<file path="src/rtl/fetch_pkg.sv">
// Shared types and constants for the instruction fetch unit.
// The FSM state encoding, default no-op word and PC step live here.
package fetch_pkg;

    typedef enum logic [1:0] {
        IDLE  = 2'd0,
        REQ   = 2'd1,
        HOLD  = 2'd2,
        DRAIN = 2'd3
    } fetch_state_e;

    localparam logic [31:0] NOP_WORD_DEF = 32'h2300_0000;
    localparam logic [31:0] PC_STEP      = 32'd4;

endpackage

</file>
<file path="src/rtl/fetch_unit.sv">
// Instruction fetch unit: single output slot, one-entry skid register and redirect handling.
// Optional macro FETCH_PERF_CNT_EN adds a saturating bubble counter output.
module fetch_unit
    import fetch_pkg::*;
#(
    parameter int unsigned      DBITS    = 32,
    parameter logic [DBITS-1:0] RESET_PC = 32'h0000_0000,
    parameter logic [DBITS-1:0] NOP_WORD = NOP_WORD_DEF
) (
    input  logic             clk,
    input  logic             reset,
    input  logic             stall_i,
    input  logic             redirect_i,
    input  logic [DBITS-1:0] redirect_pc_i,
    output logic             imem_req_o,
    output logic [DBITS-1:0] imem_addr_o,
    input  logic             imem_ack_i,
    input  logic [DBITS-1:0] imem_data_i,
    output logic [DBITS-1:0] incPC_F,
    output logic [DBITS-1:0] instWord_F,
    output logic             noop_F
`ifdef FETCH_PERF_CNT_EN
    ,
    output logic [31:0]      bubble_cnt_o
`endif
);

    localparam logic [DBITS-1:0] STEP = DBITS'(PC_STEP);

    fetch_state_e     state_r, state_s;
    logic [DBITS-1:0] pc_r, pc_s;
    logic             valid_r, valid_s;
    logic [DBITS-1:0] inst_r, inst_s;
    logic [DBITS-1:0] incpc_r, incpc_s;
    logic [DBITS-1:0] skid_inst_r, skid_inst_s;
    logic [DBITS-1:0] skid_incpc_r, skid_incpc_s;
    logic             req_r, req_s;
    logic             slot_free_s;
    logic [DBITS-1:0] pc_next_s;

    assign slot_free_s = ~valid_r | ~stall_i;
    assign pc_next_s   = pc_r + STEP;

    // Next-state, PC, slot and skid update logic.
    always_comb begin
        state_s      = state_r;
        pc_s         = pc_r;
        incpc_s      = incpc_r;
        skid_inst_s  = skid_inst_r;
        skid_incpc_s = skid_incpc_r;
        // An unstalled edge consumes a valid slot; it refills below if data is ready.
        if (valid_r && !stall_i) begin
            valid_s = 1'b0;
            inst_s  = NOP_WORD;
        end else begin
            valid_s = valid_r;
            inst_s  = inst_r;
        end

        if (redirect_i) begin
            pc_s    = redirect_pc_i;
            valid_s = 1'b0;
            inst_s  = NOP_WORD;
            case (state_r)
                REQ:     state_s = imem_ack_i ? REQ : DRAIN;
                DRAIN:   state_s = imem_ack_i ? REQ : DRAIN;
                default: state_s = REQ;
            endcase
        end else begin
            case (state_r)
                IDLE: state_s = REQ;
                REQ: begin
                    if (imem_ack_i) begin
                        pc_s = pc_next_s;
                        if (slot_free_s) begin
                            valid_s = 1'b1;
                            inst_s  = imem_data_i;
                            incpc_s = pc_next_s;
                        end else begin
                            skid_inst_s  = imem_data_i;
                            skid_incpc_s = pc_next_s;
                            state_s      = HOLD;
                        end
                    end else begin
                        state_s = REQ;
                    end
                end
                HOLD: begin
                    if (!stall_i) begin
                        valid_s = 1'b1;
                        inst_s  = skid_inst_r;
                        incpc_s = skid_incpc_r;
                        state_s = REQ;
                    end else begin
                        state_s = HOLD;
                    end
                end
                DRAIN: begin
                    if (imem_ack_i) begin
                        state_s = REQ;
                    end else begin
                        state_s = DRAIN;
                    end
                end
                default: state_s = IDLE;
            endcase
        end

        req_s = (state_s == REQ) || (state_s == DRAIN);
    end

    // State and datapath registers.
    always_ff @(posedge clk) begin
        if (reset) begin
            state_r      <= IDLE;
            pc_r         <= RESET_PC;
            valid_r      <= 1'b0;
            inst_r       <= NOP_WORD;
            incpc_r      <= '0;
            skid_inst_r  <= NOP_WORD;
            skid_incpc_r <= '0;
            req_r        <= 1'b0;
        end else begin
            state_r      <= state_s;
            pc_r         <= pc_s;
            valid_r      <= valid_s;
            inst_r       <= inst_s;
            incpc_r      <= incpc_s;
            skid_inst_r  <= skid_inst_s;
            skid_incpc_r <= skid_incpc_s;
            req_r        <= req_s;
        end
    end

    assign imem_req_o  = req_r;
    assign imem_addr_o = pc_r;
    assign incPC_F     = incpc_r;
    assign instWord_F  = inst_r;
    assign noop_F      = ~valid_r;

`ifdef FETCH_PERF_CNT_EN
    logic [31:0] bubble_cnt_r;

    // Saturating count of unstalled edges with no valid instruction presented.
    always_ff @(posedge clk) begin
        if (reset) begin
            bubble_cnt_r <= 32'd0;
        end else if (!valid_r && !stall_i && (bubble_cnt_r != 32'hFFFF_FFFF)) begin
            bubble_cnt_r <= bubble_cnt_r + 32'd1;
        end else begin
            bubble_cnt_r <= bubble_cnt_r;
        end
    end

    assign bubble_cnt_o = bubble_cnt_r;
`endif

endmodule
</file>
<file path="config.mk">
export PLATFORM = sky130hd
export DESIGN_NAME = fetch_unit
export DESIGN_NICKNAME = d
export VERILOG_FILES = /design/src/rtl/fetch_pkg.sv /design/src/rtl/fetch_unit.sv
export SDC_FILE = /design/constraint.sdc
export NUM_CORES = 1
export LEC_CHECK = 0
export CAP_MARGIN = 5
export CORE_MARGIN = 4
export CORE_UTILIZATION = 52
export DETAILED_ROUTE_END_ITERATION = 10
export GPL_ROUTABILITY_DRIVEN = 0
export HOLD_SLACK_MARGIN = 0.15
export PLACE_DENSITY = 0.79
export SLEW_MARGIN = 40
export SYNTH_ARGS = -nofsm -noshare
export SYNTH_HDL_FRONTEND = slang
export SYNTH_SLANG_ARGS = --single-unit
</file>
<file path="constraint.sdc">
create_clock -name clk -period 3 [get_ports clk]
set_clock_uncertainty 0.1 [all_clocks]
set_input_delay 0.3 -clock clk [delete_from_list [all_inputs] [get_ports clk]]
set_output_delay 0.3 -clock clk [all_outputs]
set_load 0.005 [all_outputs]
</file>
Yosys cells after proc, flatten, opt, wreduce, memory -nomap -nowiden:

Index checks and enable logic that the tools add are counted.
W data, S select, Z words.

* register bits after elaboration: 164
* input bits: 69
* output and inout bits: 98
* word-level logic and storage cells: 58

* add/subtract/negate cells: 1
* equal/unequal tests: 8
* muxes and demuxes: 24
* bitwise gates (word level): 5
* reduce and logical (&&, ||, !) cells: 12

Operator list (count)
* $mux W32: 10
* $pmux W32 S2: 2
* $add A32 B3 Y32 const B: 1
* $mux W2: 6
* $pmux W2 S4: 1
* $eq A2 B2 Y1 const B: 3
* $ne A2 B2 Y1 const B: 3
* $reduce_bool A2 Y1: 3
* $reduce_and A5 Y1: 1
* $eq A2 B1 Y1 const B: 2
* $mux W1: 4
* $not A1 Y1: 4
* $reduce_and A4 Y1: 1
* $reduce_or A2 Y1: 2
* $logic_not A2 Y1: 1
* $pmux W1 S2: 1
* $reduce_and A2 Y1: 1
* $logic_and A1 B1 Y1: 1
* $logic_not A1 Y1: 1
* $logic_or A1 B1 Y1: 1
* $or A1 B1 Y1: 1

Longest topological paths before layout:

Gate-level depths: netlist (run 1).

* word-level depth: 8
* depth in mapped cells: 9
* gate-level depth less buffers: 7

Worst setup path before layout (run 1):

Ideal clock, no wire load.

* path type: flip-flop to flip-flop
* start point: reg pc_r[8], in the netlist imem_addr_o[8]
* end point: reg pc_r[23], in the netlist imem_addr_o[23]
* library setup time: 0.118 ns
* data arrival time: 2.250 ns
* data required time: 2.782 ns
* slack: 0.533 ns
* stages on the path, launching flop included: 8
* buffers on the path: 2
* period minus slack after synthesis: 2.467 ns
* path through: dfxtp_1 -> buf_2 -> nand2_2 -> or4_1 -> buf_2 -> or3_1 -> or4b_1 -> o2111a_1

* cells in the longest elaborated chain, start to end: 4

RTL lines
* from (decl): RTL line fetch_unit.sv:31 `logic [DBITS-1:0] pc_r, pc_s;`
* from (signal assigned): RTL line fetch_unit.sv:125 `pc_r <= pc_s;`
* $add A32 B3 Y32: RTL line fetch_unit.sv:42 `assign pc_next_s = pc_r + STEP;`
* $mux W32: RTL line fetch_unit.sv:73 `if (imem_ack_i) begin`
* $mux W32: RTL line fetch_unit.sv:70 `case (state_r)`
* $mux W32: RTL line fetch_unit.sv:60 `if (redirect_i) begin`

No other way between the ends. The select of a mux whose other input is x is not followed.
A chain may end at the register's enable or synchronous reset.

Worst setup path after layout (run 1):

* start point: reg pc_r[11], in the netlist imem_addr_o[11]
* end point: reg pc_r[23], in the netlist imem_addr_o[23]

Same word-level chain as after synthesis.

==> flow_summary.yaml, run 1 <==
power_and_ir_drop:
  intPower_mw: 3.93
  p_per_area_nw_per_um2: 495
  seq_power_share_pct: 43.9
  clkPwrFrac_pct: 40.9
  p_switching_mw: 1.40
  peakVddDrop_mv: 0.423
  switching_share_pct: 26.3
  combinationalPowerShare_pct: 15.2
  p_leak_nw: 3.71
global_route:
  grt_overflow: 0
  grt.total_usage_pct: 27.8
  grt_pass1_vias: 8003
  grt_pass1_wl_mm: 41.2
  antenna_found_initial: 0
  grt_max_degree: 76
floorplanning:
  die_area_um2: 18000
  ios: 167
  die_width_um: 134
  start_util_pct: 53.7
  num_rows: 45
  core_area_um2: 15400
  die_h_um: 134
final_layout:
  num_antenna_cells: 0
  fin_util_pct: 69.7
  multi_input_area_um2: 4620
  register_area_um2: 3260
  drive_above_1_share_pct: 6.81
  most-common-layout-cells: "nand2_1 (204), clkdlybuf4s50_1 (164), dfxtp_1 (163)"
  final_common_cell: "nand2_1"
  area_growth_pct: 29.8
  fillCellCount: 1287
  nets: 1295
critical_path:
  path_delay_family: "simple AND/OR/NAND/NOR gates"
  cp_slowest_cell: "or4_1"
  arrival_ns: 2.96
  critPathRequiredTime_ns: 3.21
  cp_max_fo: 8
  start_kind: "flop"
  critical-path-max-stage-delay_ns: 0.62
  path_buf_inv: 0
  worstSetupEndpointType: "flop"
  crit_path_cell_trace: "nand4_2 > or4_1 > or3_1 > or4b_1 > o2111a_1"
  path_class: "reg -> reg"
synth:
  ys_warn_count: 0
  syn_nets: 1166
  yosysUniqueCellTypes: 56
  synthArstFlopShare_pct: 0
  synthAdderAreaFrac_pct: 0.755
  syn_inst: 1092
  synthXorXnorAreaFrac_pct: 3.81
  synth-seq-area-share_pct: 39.4
  synth.area.mux_share_pct: 4.88
  ys_seq_elements: 163
  syn_area_um2: 8280
  synth_edf_count: 0
  synth_top_family_by_area: "simple AND/OR/NAND/NOR gates"
  synthSimpleGateAreaFrac_pct: 23.3
  synth_compound_area_share_pct: 22.7
  ys.flop_type: "dfxtp_1"
  syn_avg_cell_area_um2: 7.58
cts:
  cts_tree: "yes"
  clock-sinks: 163
  htreeDepth: 4
  path_clk_slew_ns: 0.06
  clk_path_buf_depth: 2
  cts_hold_buf: 0
  cts_setup_buffers: 0
  cts_made_buffers: 17
  clk_latency_ns: 0.42
  cts_root_buffer: "clkbuf_16"
  cts_resized: 0
sta:
  fin_crit_ns: 2.75
  slew_violations: 0
  finalHoldViolCount: 0
  fin_crit_sh_pct: 91.5
  rsz0062_at_grt: "false"
  tns_ns: 0
  worst_pin_slew_ns: 0.807
  max-slew-margin-rel_pct: 46.2
  setup_viol: 0
  fmax_ghz: 0.364
worst_hold_path:
  hold_class: "in -> reg"
routing:
  num_vias: 8618
  drcViolationCount: 0
  firstDrtPassIters: 6
  antenna_left: 0
  drt_iter0_markers: 795
  vias_per_cell: 5.97
  wl_per_cell_um: 17.7
  routed_wl_mm: 25.6
place:
  io_buffer_count: 166
  dp.final_hpwl_mm: 16.8
run_status:
  status: "finished, final reports clean"
run:
  drv_cap: 0
## power groups by stage
| stage | Sequential, mW | Clock, mW | Combinational (mW) |
|---|---|---|---|
| 2_1_floorplan | 2.36 | 0 | 0.415 |
| 3_3_place_gp | 2.38 | 0 | 0.786 |
| 3_5_place_dp | 2.38 | 0 | 0.798 |
| 4_1_cts | 2.34 | 2.19 | 0.804 |
| 5_1_grt | 2.35 | 2.29 | 0.881 |
| 6_report | 2.34 | 2.18 | 0.810 |
## worst reg2reg max path, stage by stage (launching register included)
cell	delay, ns
dfxtp_1	0.48
nand4_2	0.27
or4_1	0.62
or3_1	0.52
or4b_1	0.52
o2111a_1	0.14
## worst paths after layout
path / startpoint / end / slack, ns / cells after the start
max: imem_addr_o[11] / imem_addr_o[23] / 0.25 / 5
min: reset / state_r[0] / 0.22 / 2
max reg2reg: imem_addr_o[11] / imem_addr_o[23] / 0.25 / 5
min reg2reg: skid_inst_r[17] / skid_inst_r[17] / 0.35 / 2
## metrics by stage
| step | instance area, µm² | hold WS [ns] | std cells | worst slack [ns] | total power [mW] |
|---|---|---|---|---|---|
| global placement | 10200 | 0.341 | 1413 | 0.352 | 3.17 |
| detailed placement | 10200 | 0.346 | 1413 | 0.387 | 3.18 |
| floorplan | 8280 | 0.322 | 1092 | 0.533 | 2.78 |
| global route | 10800 | 0.212 | 1444 | 0.130 | 5.52 |
| CTS | 10800 | 0.192 | 1444 | 0.285 | 5.33 |
| finish | 10800 | 0.223 | 1444 | 0.254 | 5.33 |
## per-layer routing
metal  up-vias  track usage [%]  part of all wire (%)
li1       4143                -                     -
met1      3993             39.1                    43
met3        49             5.63                   8.7
met4         0             9.45                   2.2
met2       433             42.8                    46
met5         -                0                     0
## final cells by class
cell class	count	share of cell area, %
inverter	16	0.559
clock inverter	10	1.25
timing repair buffer	205	18.3
clock buffer	21	4.10
tap	211	2.46
sequential	163	30.4
multi-input combinational	818	43.0
## registers in the layout, indices dropped and copies added (netlist names)
name,flops
imem_addr_o,32
incPC_F,32
instWord_F,32
skid_incpc_r,32
skid_inst_r,32
state_r,2
valid_r,1
## cells in the mapped netlist, types with 3 or more instances
cell      instances  share of area [%]
nand4_1          10               0.76
a211oi_1         51                4.6
o211ai_1          3               0.27
nand3_1          24                1.5
inv_1            15               0.68
nor3_1           47                2.8
clkbuf_1         80                3.6
or3_1            11               0.83
a21boi_0          6               0.54
dfxtp_1         163                 39
buf_1            11               0.50
and2_1            3               0.23
o21a_1            4               0.36
nand2_1         204                9.2
nor4_1           14                1.1
a21oi_1         104                6.3
a221oi_1          4               0.42
o311ai_0          6               0.63
xnor2_1          23                2.4
and4_1            8               0.85
o2111a_1          3               0.41
ha_1              5               0.76
and3_1            8               0.60
nand2b_1          9               0.68
o211a_1           3               0.36
mux2_2            3               0.41
o21ai_0          99                6.0
mux2i_1          37                4.5
nor2_1           72                3.3
xor2_1           13                1.4
a31oi_1          10               0.76
## cells by family after synthesis
group | count (synthesis)
and+or+nand+nor | 424
buffers and inverters | 111
DFF | 163
xor gates and xnor gates | 36
AOI/OAI and AO/OA | 313
adders and majority gates | 5
muxes | 40
No activity file was read; power rests on OpenSTA's default activity.
==> run 2, diff against run 1 <==
- SLEW_MARGIN: 40 -> 20
==> results of run 2 <==
Final layout, timing and power as in run 1 (identical DEF).
